===== config.mk =====
export PLATFORM = sky130hd
export DESIGN_NAME = gf180mcu_osu_sc_12t_clkgen_2ph
export DESIGN_NICKNAME = d
export VERILOG_FILES = /design/src/rtl/gf180mcu_osu_sc_clkgen_pkg.sv /design/src/rtl/gf180mcu_osu_sc_12T_clkgen_cnt.sv /design/src/rtl/gf180mcu_osu_sc_12t_clkgen_2ph.sv
export SDC_FILE = /design/constraint.sdc
export NUM_CORES = 1
export LEC_CHECK = 0
export ABC_AREA = 1
export CELL_PAD_IN_SITES_DETAIL_PLACEMENT = 1
export CELL_PAD_IN_SITES_GLOBAL_PLACEMENT = 1
export CORE_ASPECT_RATIO = 1.1
export CORE_MARGIN = 2
export CORE_UTILIZATION = 39
export DETAILED_ROUTE_END_ITERATION = 7
export PLACE_DENSITY = 0.84
export REMOVE_ABC_BUFFERS = 1
export SETUP_SLACK_MARGIN = 0.1
export SLEW_MARGIN = 20
export SYNTH_ARGS = -nofsm -noshare
export SYNTH_HDL_FRONTEND = slang
export SYNTH_SLANG_ARGS = --single-unit

===== constraint.sdc =====
create_clock -name CLK -period 2.2 [get_ports CLK]
set_input_delay 0.44 -clock CLK [delete_from_list [all_inputs] [get_ports CLK]]
set_output_delay 0.44 -clock CLK [all_outputs]
set_load 0.1 [all_outputs]

===== src/rtl/gf180mcu_osu_sc_clkgen_pkg.sv =====
// Shared types and helpers for the two-phase
// non-overlapping clock-phase generator.
package gf180mcu_osu_sc_clkgen_pkg;

  localparam int W_DEF = 8;

  typedef enum logic [2:0] {
    IDLE,
    P1,
    D1,
    P2,
    D2
  } state_e;

  // A programmed width of zero behaves as one cycle
  function automatic int unsigned max1(input int unsigned x);
    return (x == 0) ? 1 : x;
  endfunction

endpackage


===== src/rtl/gf180mcu_osu_sc_12T_clkgen_cnt.sv =====
// Loadable down-counter that parks at zero;
// paces every phase and dead-time interval.
module gf180mcu_osu_sc_12T_clkgen_cnt
  import gf180mcu_osu_sc_clkgen_pkg::*;
#(
  parameter int W = W_DEF
) (
  input  logic         clk,
  input  logic         rst,
  input  logic         load,
  input  logic [W-1:0] load_val,
  output logic [W-1:0] count,
  output logic         zero
);

  logic [W-1:0] cnt_q;
  logic [W-1:0] cnt_d;

  assign count = cnt_q;
  assign zero  = (cnt_q == '0);

  // Load wins; otherwise count down and hold at zero
  always_comb begin
    cnt_d = cnt_q;
    if (load) begin
      cnt_d = load_val;
    end else if (!zero) begin
      cnt_d = cnt_q - W'(1);
    end
  end

  // Counter register
  always_ff @(posedge clk or posedge rst) begin
    if (rst) begin
      cnt_q <= '0;
    end else begin
      cnt_q <= cnt_d;
    end
  end

endmodule


===== src/rtl/gf180mcu_osu_sc_12t_clkgen_2ph.sv =====
// Two-phase non-overlapping phase-enable generator.
// PH1/PH2 come straight from flops to latch CLKN pins.
module gf180mcu_osu_sc_12t_clkgen_2ph
  import gf180mcu_osu_sc_clkgen_pkg::*;
#(
  parameter int W = W_DEF
) (
  input  logic         CLK,
  input  logic         RST,
  input  logic         EN,
  input  logic [W-1:0] PW1,
  input  logic [W-1:0] PW2,
  input  logic [W-1:0] DT,
  output logic         PH1,
  output logic         PH2,
  output logic         CYC_DONE,
  output logic         BUSY
);

  state_e state_q;
  state_e state_d;

  logic [W-1:0] sh_pw1_q;
  logic [W-1:0] sh_pw1_d;
  logic [W-1:0] sh_pw2_q;
  logic [W-1:0] sh_pw2_d;
  logic [W-1:0] sh_dt_q;
  logic [W-1:0] sh_dt_d;

  logic ph1_q;
  logic ph1_d;
  logic ph2_q;
  logic ph2_d;
  logic done_q;
  logic done_d;
  logic busy_q;
  logic busy_d;

  logic         cnt_load;
  logic [W-1:0] cnt_val;
  logic [W-1:0] cnt_count;
  logic         cnt_zero;

  // Interval length minus one, with zero read as one
  function automatic logic [W-1:0] ld(
    input logic [W-1:0] x
  );
    return W'(max1(32'(x)) - 32'd1);
  endfunction

  gf180mcu_osu_sc_12T_clkgen_cnt #(
    .W(W)
  ) u_cnt (
    .clk     (CLK),
    .rst     (RST),
    .load    (cnt_load),
    .load_val(cnt_val),
    .count   (cnt_count),
    .zero    (cnt_zero)
  );

  // State, shadow and output registers
  always_ff @(posedge CLK or posedge RST) begin
    if (RST) begin
      state_q  <= IDLE;
      sh_pw1_q <= '0;
      sh_pw2_q <= '0;
      sh_dt_q  <= '0;
      ph1_q    <= 1'b0;
      ph2_q    <= 1'b0;
      done_q   <= 1'b0;
      busy_q   <= 1'b0;
    end else begin
      state_q  <= state_d;
      sh_pw1_q <= sh_pw1_d;
      sh_pw2_q <= sh_pw2_d;
      sh_dt_q  <= sh_dt_d;
      ph1_q    <= ph1_d;
      ph2_q    <= ph2_d;
      done_q   <= done_d;
      busy_q   <= busy_d;
    end
  end

  // Next state, config capture and counter reload
  always_comb begin
    state_d  = state_q;
    sh_pw1_d = sh_pw1_q;
    sh_pw2_d = sh_pw2_q;
    sh_dt_d  = sh_dt_q;
    cnt_load = 1'b0;
    cnt_val  = '0;
    unique case (state_q)
      IDLE: begin
        if (EN) begin
          state_d  = P1;
          sh_pw1_d = PW1;
          sh_pw2_d = PW2;
          sh_dt_d  = DT;
          cnt_load = 1'b1;
          cnt_val  = ld(PW1);
        end
      end
      P1: begin
        if (cnt_zero) begin
          state_d  = D1;
          cnt_load = 1'b1;
          cnt_val  = ld(sh_dt_q);
        end
      end
      D1: begin
        if (cnt_zero) begin
          state_d  = P2;
          cnt_load = 1'b1;
          cnt_val  = ld(sh_pw2_q);
        end
      end
      P2: begin
        if (cnt_zero) begin
          state_d  = D2;
          cnt_load = 1'b1;
          cnt_val  = ld(sh_dt_q);
        end
      end
      D2: begin
        if (cnt_zero) begin
          cnt_load = 1'b1;
          if (EN) begin
            state_d  = P1;
            sh_pw1_d = PW1;
            sh_pw2_d = PW2;
            sh_dt_d  = DT;
            cnt_val  = ld(PW1);
          end else begin
            state_d = IDLE;
            cnt_val = '0;
          end
        end
      end
      default: begin
        state_d = IDLE;
      end
    endcase
  end

  // Registered outputs decoded from the upcoming state
  always_comb begin
    ph1_d  = 1'b0;
    ph2_d  = 1'b0;
    busy_d = 1'b1;
    unique case (1'b1)
      (state_d == IDLE): busy_d = 1'b0;
      (state_d == P1):   ph1_d  = 1'b1;
      (state_d == P2):   ph2_d  = 1'b1;
      default:           ;
    endcase
    done_d = 1'b0;
    if (state_d == D2) begin
      done_d = cnt_load ? (cnt_val == '0)
                        : (cnt_count == W'(1));
    end
  end

  assign PH1      = ph1_q;
  assign PH2      = ph2_q;
  assign CYC_DONE = done_q;
  assign BUSY     = busy_q;

endmodule


==> impl_metrics.xml <==
<?xml version="1.0" encoding="UTF-8"?>
<metrics>
  <group name="sta">
    <metric name="finalCriticalPeriod" unit="ns">1.95</metric>
    <metric name="setup_violations" unit="">0</metric>
    <metric name="finalClockSkew" unit="ns">0.00528</metric>
    <metric name="fmax" unit="GHz">0.512</metric>
    <metric name="worst_pin_slew" unit="ns">0.482</metric>
    <metric name="finalMaxSlewViolations" unit="">0</metric>
    <metric name="report.final.hold_viol_count" unit="">0</metric>
    <metric name="timing.final.crit_share" unit="%">88.8</metric>
    <metric name="slew-limit-headroom" unit="%">67.6</metric>
    <metric name="rsz0062_at_grt" unit="">false</metric>
    <metric name="postLayoutSetupSlackWorst" unit="ns">0.247</metric>
  </group>
  <group name="cells_and_area">
    <metric name="diodes" unit="">0</metric>
    <metric name="area.growth.synth_to_final" unit="%">33.1</metric>
    <metric name="nets" unit="">402</metric>
    <metric name="finish.utilization" unit="%">53.4</metric>
    <metric name="drive_gt1_share" unit="%">20.1</metric>
    <metric name="filler_cell_count" unit="">707</metric>
  </group>
  <group name="global_route">
    <metric name="maximum_number_of_pins_on_one_net_before_global_route_repair" unit="">32</metric>
    <metric name="grt_remaining_overflow" unit="">0</metric>
    <metric name="wire_length_of_the_first_global_routing_pass" unit="um">10000</metric>
    <metric name="gr-usage-all-layers" unit="%">21.7</metric>
    <metric name="first_global_vias" unit="">2270</metric>
    <metric name="grt_antenna_before_repair" unit="">0</metric>
  </group>
  <group name="die">
    <metric name="floorplan.die_area" unit="sq um">6090</metric>
    <metric name="placement_rows" unit="">28</metric>
    <metric name="die_y" unit="um">81.6</metric>
    <metric name="ios" unit="">31</metric>
    <metric name="core_region_area" unit="sq um">5330</metric>
    <metric name="initial_utilization" unit="%">40.1</metric>
    <metric name="die_width" unit="um">74.6</metric>
  </group>
  <group name="synthesis">
    <metric name="postSynth.topFlopCell" unit="">sky130_fd_sc_hd__dfrtp_1</metric>
    <metric name="synth_seq_cells" unit="">31</metric>
    <metric name="postSynth.asyncResetShare" unit="%">100</metric>
    <metric name="synth-edff-count" unit="">0</metric>
    <metric name="yosys_warnings" unit="">0</metric>
    <metric name="synth_seq_area_share" unit="%">36.3</metric>
    <metric name="post_synth_inst_count" unit="">310</metric>
    <metric name="syn_avg_cell_area" unit="sq um">6.89</metric>
    <metric name="synth.lib_cells_used.distinct" unit="">30</metric>
    <metric name="syn_area" unit="sq um">2140</metric>
  </group>
  <group name="clock_tree">
    <metric name="hold_buffers" unit="">0</metric>
    <metric name="cts.htree.levels" unit="">2</metric>
    <metric name="cts_inserted_buffers" unit="">5</metric>
    <metric name="numClockSinks" unit="">31</metric>
    <metric name="tritoncts_clock_tree" unit="">yes</metric>
    <metric name="clock_tree.root_cell" unit="">sky130_fd_sc_hd__clkbuf_8</metric>
    <metric name="clk_path_buf_depth" unit="">2</metric>
    <metric name="worst_setup_hold_path_clk_slew" unit="ns">0.06</metric>
    <metric name="clock_insertion_delay_worst_skew" unit="ns">0.28</metric>
  </group>
  <group name="setup_path">
    <metric name="timing.setup.critical_path_class" unit="">flip-flop to flip-flop</metric>
    <metric name="cp-start-kind" unit="">flip-flop</metric>
    <metric name="crit_arrival" unit="ns">2.17</metric>
    <metric name="critPathCaptureType" unit="">flip-flop</metric>
    <metric name="worstPathRequired" unit="ns">2.42</metric>
    <metric name="worst-path-max-fanout" unit="">4</metric>
  </group>
  <group name="detailed_routing">
    <metric name="drtIter0Drc" unit="">86</metric>
    <metric name="post-route-drc-count" unit="">0</metric>
    <metric name="ant_nets" unit="">0</metric>
    <metric name="drt-vias-per-instance" unit="">4.93</metric>
    <metric name="drt-total-wl" unit="um">6400</metric>
    <metric name="avgRoutedWirePerCell" unit="um">14.4</metric>
    <metric name="dr_total_vias" unit="">2189</metric>
    <metric name="drtPass1Iterations" unit="">4</metric>
  </group>
  <group name="power">
    <metric name="ir_drop" unit="uV">252</metric>
    <metric name="pwr_density_cell" unit="nW/um^2">380</metric>
    <metric name="p_leak" unit="nW">1.47</metric>
    <metric name="power" unit="mW">1.08</metric>
  </group>
  <group name="hold_path">
    <metric name="holdCritPathClass" unit="">flip-flop to flip-flop</metric>
  </group>
  <group name="placement">
    <metric name="dpl.hpwl" unit="um">4780</metric>
    <metric name="place.gp.congestion" unit="">0.828</metric>
    <metric name="placement.io_buffers" unit="">30</metric>
    <metric name="place_ws" unit="ns">-0.183</metric>
  </group>
  <group name="status">
    <metric name="status" unit="">finished clean</metric>
  </group>
  <group name="job">
    <metric name="cap_viol_max_count" unit="">0</metric>
  </group>
</metrics>
## cells in the mapped netlist (3+ instances only)
| library cell | number | area, sq um |
|---|---|---|
| sky130_fd_sc_hd__nor2_1 | 43 | 161 |
| sky130_fd_sc_hd__nand2_2 | 3 | 18.8 |
| sky130_fd_sc_hd__xnor2_1 | 3 | 26.3 |
| sky130_fd_sc_hd__a21oi_1 | 5 | 25.0 |
| sky130_fd_sc_hd__o21ai_0 | 17 | 85.1 |
| sky130_fd_sc_hd__inv_1 | 53 | 199 |
| sky130_fd_sc_hd__xor2_1 | 7 | 61.3 |
| sky130_fd_sc_hd__nand4_1 | 7 | 43.8 |
| sky130_fd_sc_hd__ha_1 | 5 | 62.6 |
| sky130_fd_sc_hd__dfrtp_1 | 31 | 776 |
| sky130_fd_sc_hd__nand3_1 | 34 | 170 |
| sky130_fd_sc_hd__nor3_1 | 4 | 20.0 |
| sky130_fd_sc_hd__nand2_1 | 75 | 282 |
## worst max-delay path, cell delays in order (launching register included)
cell and delay [ns]:
sky130_fd_sc_hd__dfrtp_1 0.40, sky130_fd_sc_hd__nor2_2 0.16, sky130_fd_sc_hd__nand2_2 0.09, sky130_fd_sc_hd__nor2_4 0.11, sky130_fd_sc_hd__nor2_2 0.05, sky130_fd_sc_hd__ha_2 0.21
sky130_fd_sc_hd__xor2_1 0.14, sky130_fd_sc_hd__nand3_1 0.09, sky130_fd_sc_hd__nand2_1 0.06, sky130_fd_sc_hd__inv_2 0.07, sky130_fd_sc_hd__nand2_1 0.06, sky130_fd_sc_hd__nor2_2 0.09
sky130_fd_sc_hd__nand2_1 0.07, sky130_fd_sc_hd__nor2_1 0.10, sky130_fd_sc_hd__nand3_1 0.08, sky130_fd_sc_hd__nor2_1 0.10
## where the power goes
part / internal [mW] / leakage, nW / switching, mW / total (mW)
logic: 0.0588 / 1.11 / 0.0399 / 0.0987
registers: 0.570 / 0.328 / 0 / 0.570
clock network: 0.210 / 0.0371 / 0.200 / 0.411
total: 0.839 / 1.47 / 0.240 / 1.08
## layout by cell type (no fill, tap or decap), types with 2 or more instances in the layout
cell type                         synthesis  layout
sky130_fd_sc_hd__o21ai_1                  2       2
sky130_fd_sc_hd__ha_2                     0       4
sky130_fd_sc_hd__xor2_1                   7       7
sky130_fd_sc_hd__inv_1                   53      51
sky130_fd_sc_hd__xnor2_1                  3       3
sky130_fd_sc_hd__buf_4                    0      30
sky130_fd_sc_hd__inv_2                    2       4
sky130_fd_sc_hd__o21ai_0                 17      17
sky130_fd_sc_hd__nand4_1                  7       7
sky130_fd_sc_hd__nand2_1                 75      73
sky130_fd_sc_hd__nand2_4                  2       2
sky130_fd_sc_hd__nor2_1                  43      32
sky130_fd_sc_hd__clkbuf_8                 0       5
sky130_fd_sc_hd__nand3_1                 34      32
sky130_fd_sc_hd__clkdlybuf4s50_1          0      19
sky130_fd_sc_hd__dfrtp_1                 31      29
sky130_fd_sc_hd__nor2_4                   2       4
sky130_fd_sc_hd__dfrtp_2                  0       2
sky130_fd_sc_hd__nor3_1                   4       4
sky130_fd_sc_hd__nand2_2                  3       5
sky130_fd_sc_hd__nand3_2                  2       4
sky130_fd_sc_hd__dlymetal6s2s_1           0       7
sky130_fd_sc_hd__nor2_2                   1      10
sky130_fd_sc_hd__a21oi_1                  5       5
## sequential cells by signal, indices dropped and copies added (netlist names)
name,count
BUSY,1
CYC_DONE,1
PH1,1
PH2,1
sh_dt_q,8
sh_pw2_q,8
state_q,3
u_cnt.count,8
## cell type report
class	count	area, sq um	share of cell area [%]
Multi-Input combinational cell	221	1190	41.8
Sequential cell	31	778	27.4
Timing Repair Buffer	56	503	17.7
Inverter	55	206	7.26
Tap cell	75	93.8	3.30
Clock buffer	6	72.6	2.55
## per-layer routing
metal | global-route usage, % | vias up | wire length, um
li1 | - | 1088 | -
met1 | 24.5 | 1056 | 2750
met2 | 39.5 | 33 | 3360
met3 | 4.42 | 12 | 149
met4 | 8.21 | 0 | 134
met5 | 0 | - | 0
## stage by stage
stage                     setup TNS, ns  cell area [sq um]  hold WS (ns)  instances
after detailed placement         -0.309               2620         0.531        429
after global routing                  0               2840         0.584        444
after floorplan                       0               2110         0.472        307
after global placement          -0.0533               2620         0.512        429
final                                 0               2840         0.531        444
after CTS                             0               2700         0.549        435
## final timing paths
check / startpoint / endpoint / slack, ns / cells after the start
worst min register to register: sh_dt_q[7]$_DFFE_PP0P_ / sh_dt_q[7]$_DFFE_PP0P_ / 0.53 / 2
worst max-delay path: sh_pw2_q[3]$_DFFE_PP0P_ / CYC_DONE$_DFF_PP0_ / 0.25 / 15
worst min-delay path: sh_dt_q[7]$_DFFE_PP0P_ / sh_dt_q[7]$_DFFE_PP0P_ / 0.53 / 2
min in group asynchronous: RST / sh_pw2_q[1]$_DFFE_PP0P_ / 0.55 / 3
worst max register to register: sh_pw2_q[3]$_DFFE_PP0P_ / CYC_DONE$_DFF_PP0_ / 0.25 / 15
max in group asynchronous: RST / sh_dt_q[2]$_DFFE_PP0P_ / 1.34 / 3
## timing repair
item / CTS / global route
resized for setup: 3 / 29
buffers inserted: 0 / 9
pin swaps: 0 / 15
setup endpoints to repair: 1 / 3
hold endpoints to repair: 0 / 0
## cells by family after synthesis
kind of cell | Yosys count | share of synthesized area (%)
AOI/OAI and AO/OA | 30 | 8.26
xor gates and xnor gates | 10 | 4.10
adders and majority gates | 5 | 2.93
buffers and inverters | 58 | 11.0
DFF | 31 | 36.3
and+or+nand+nor | 176 | 37.4
Power figures use the tool's default switching activity.
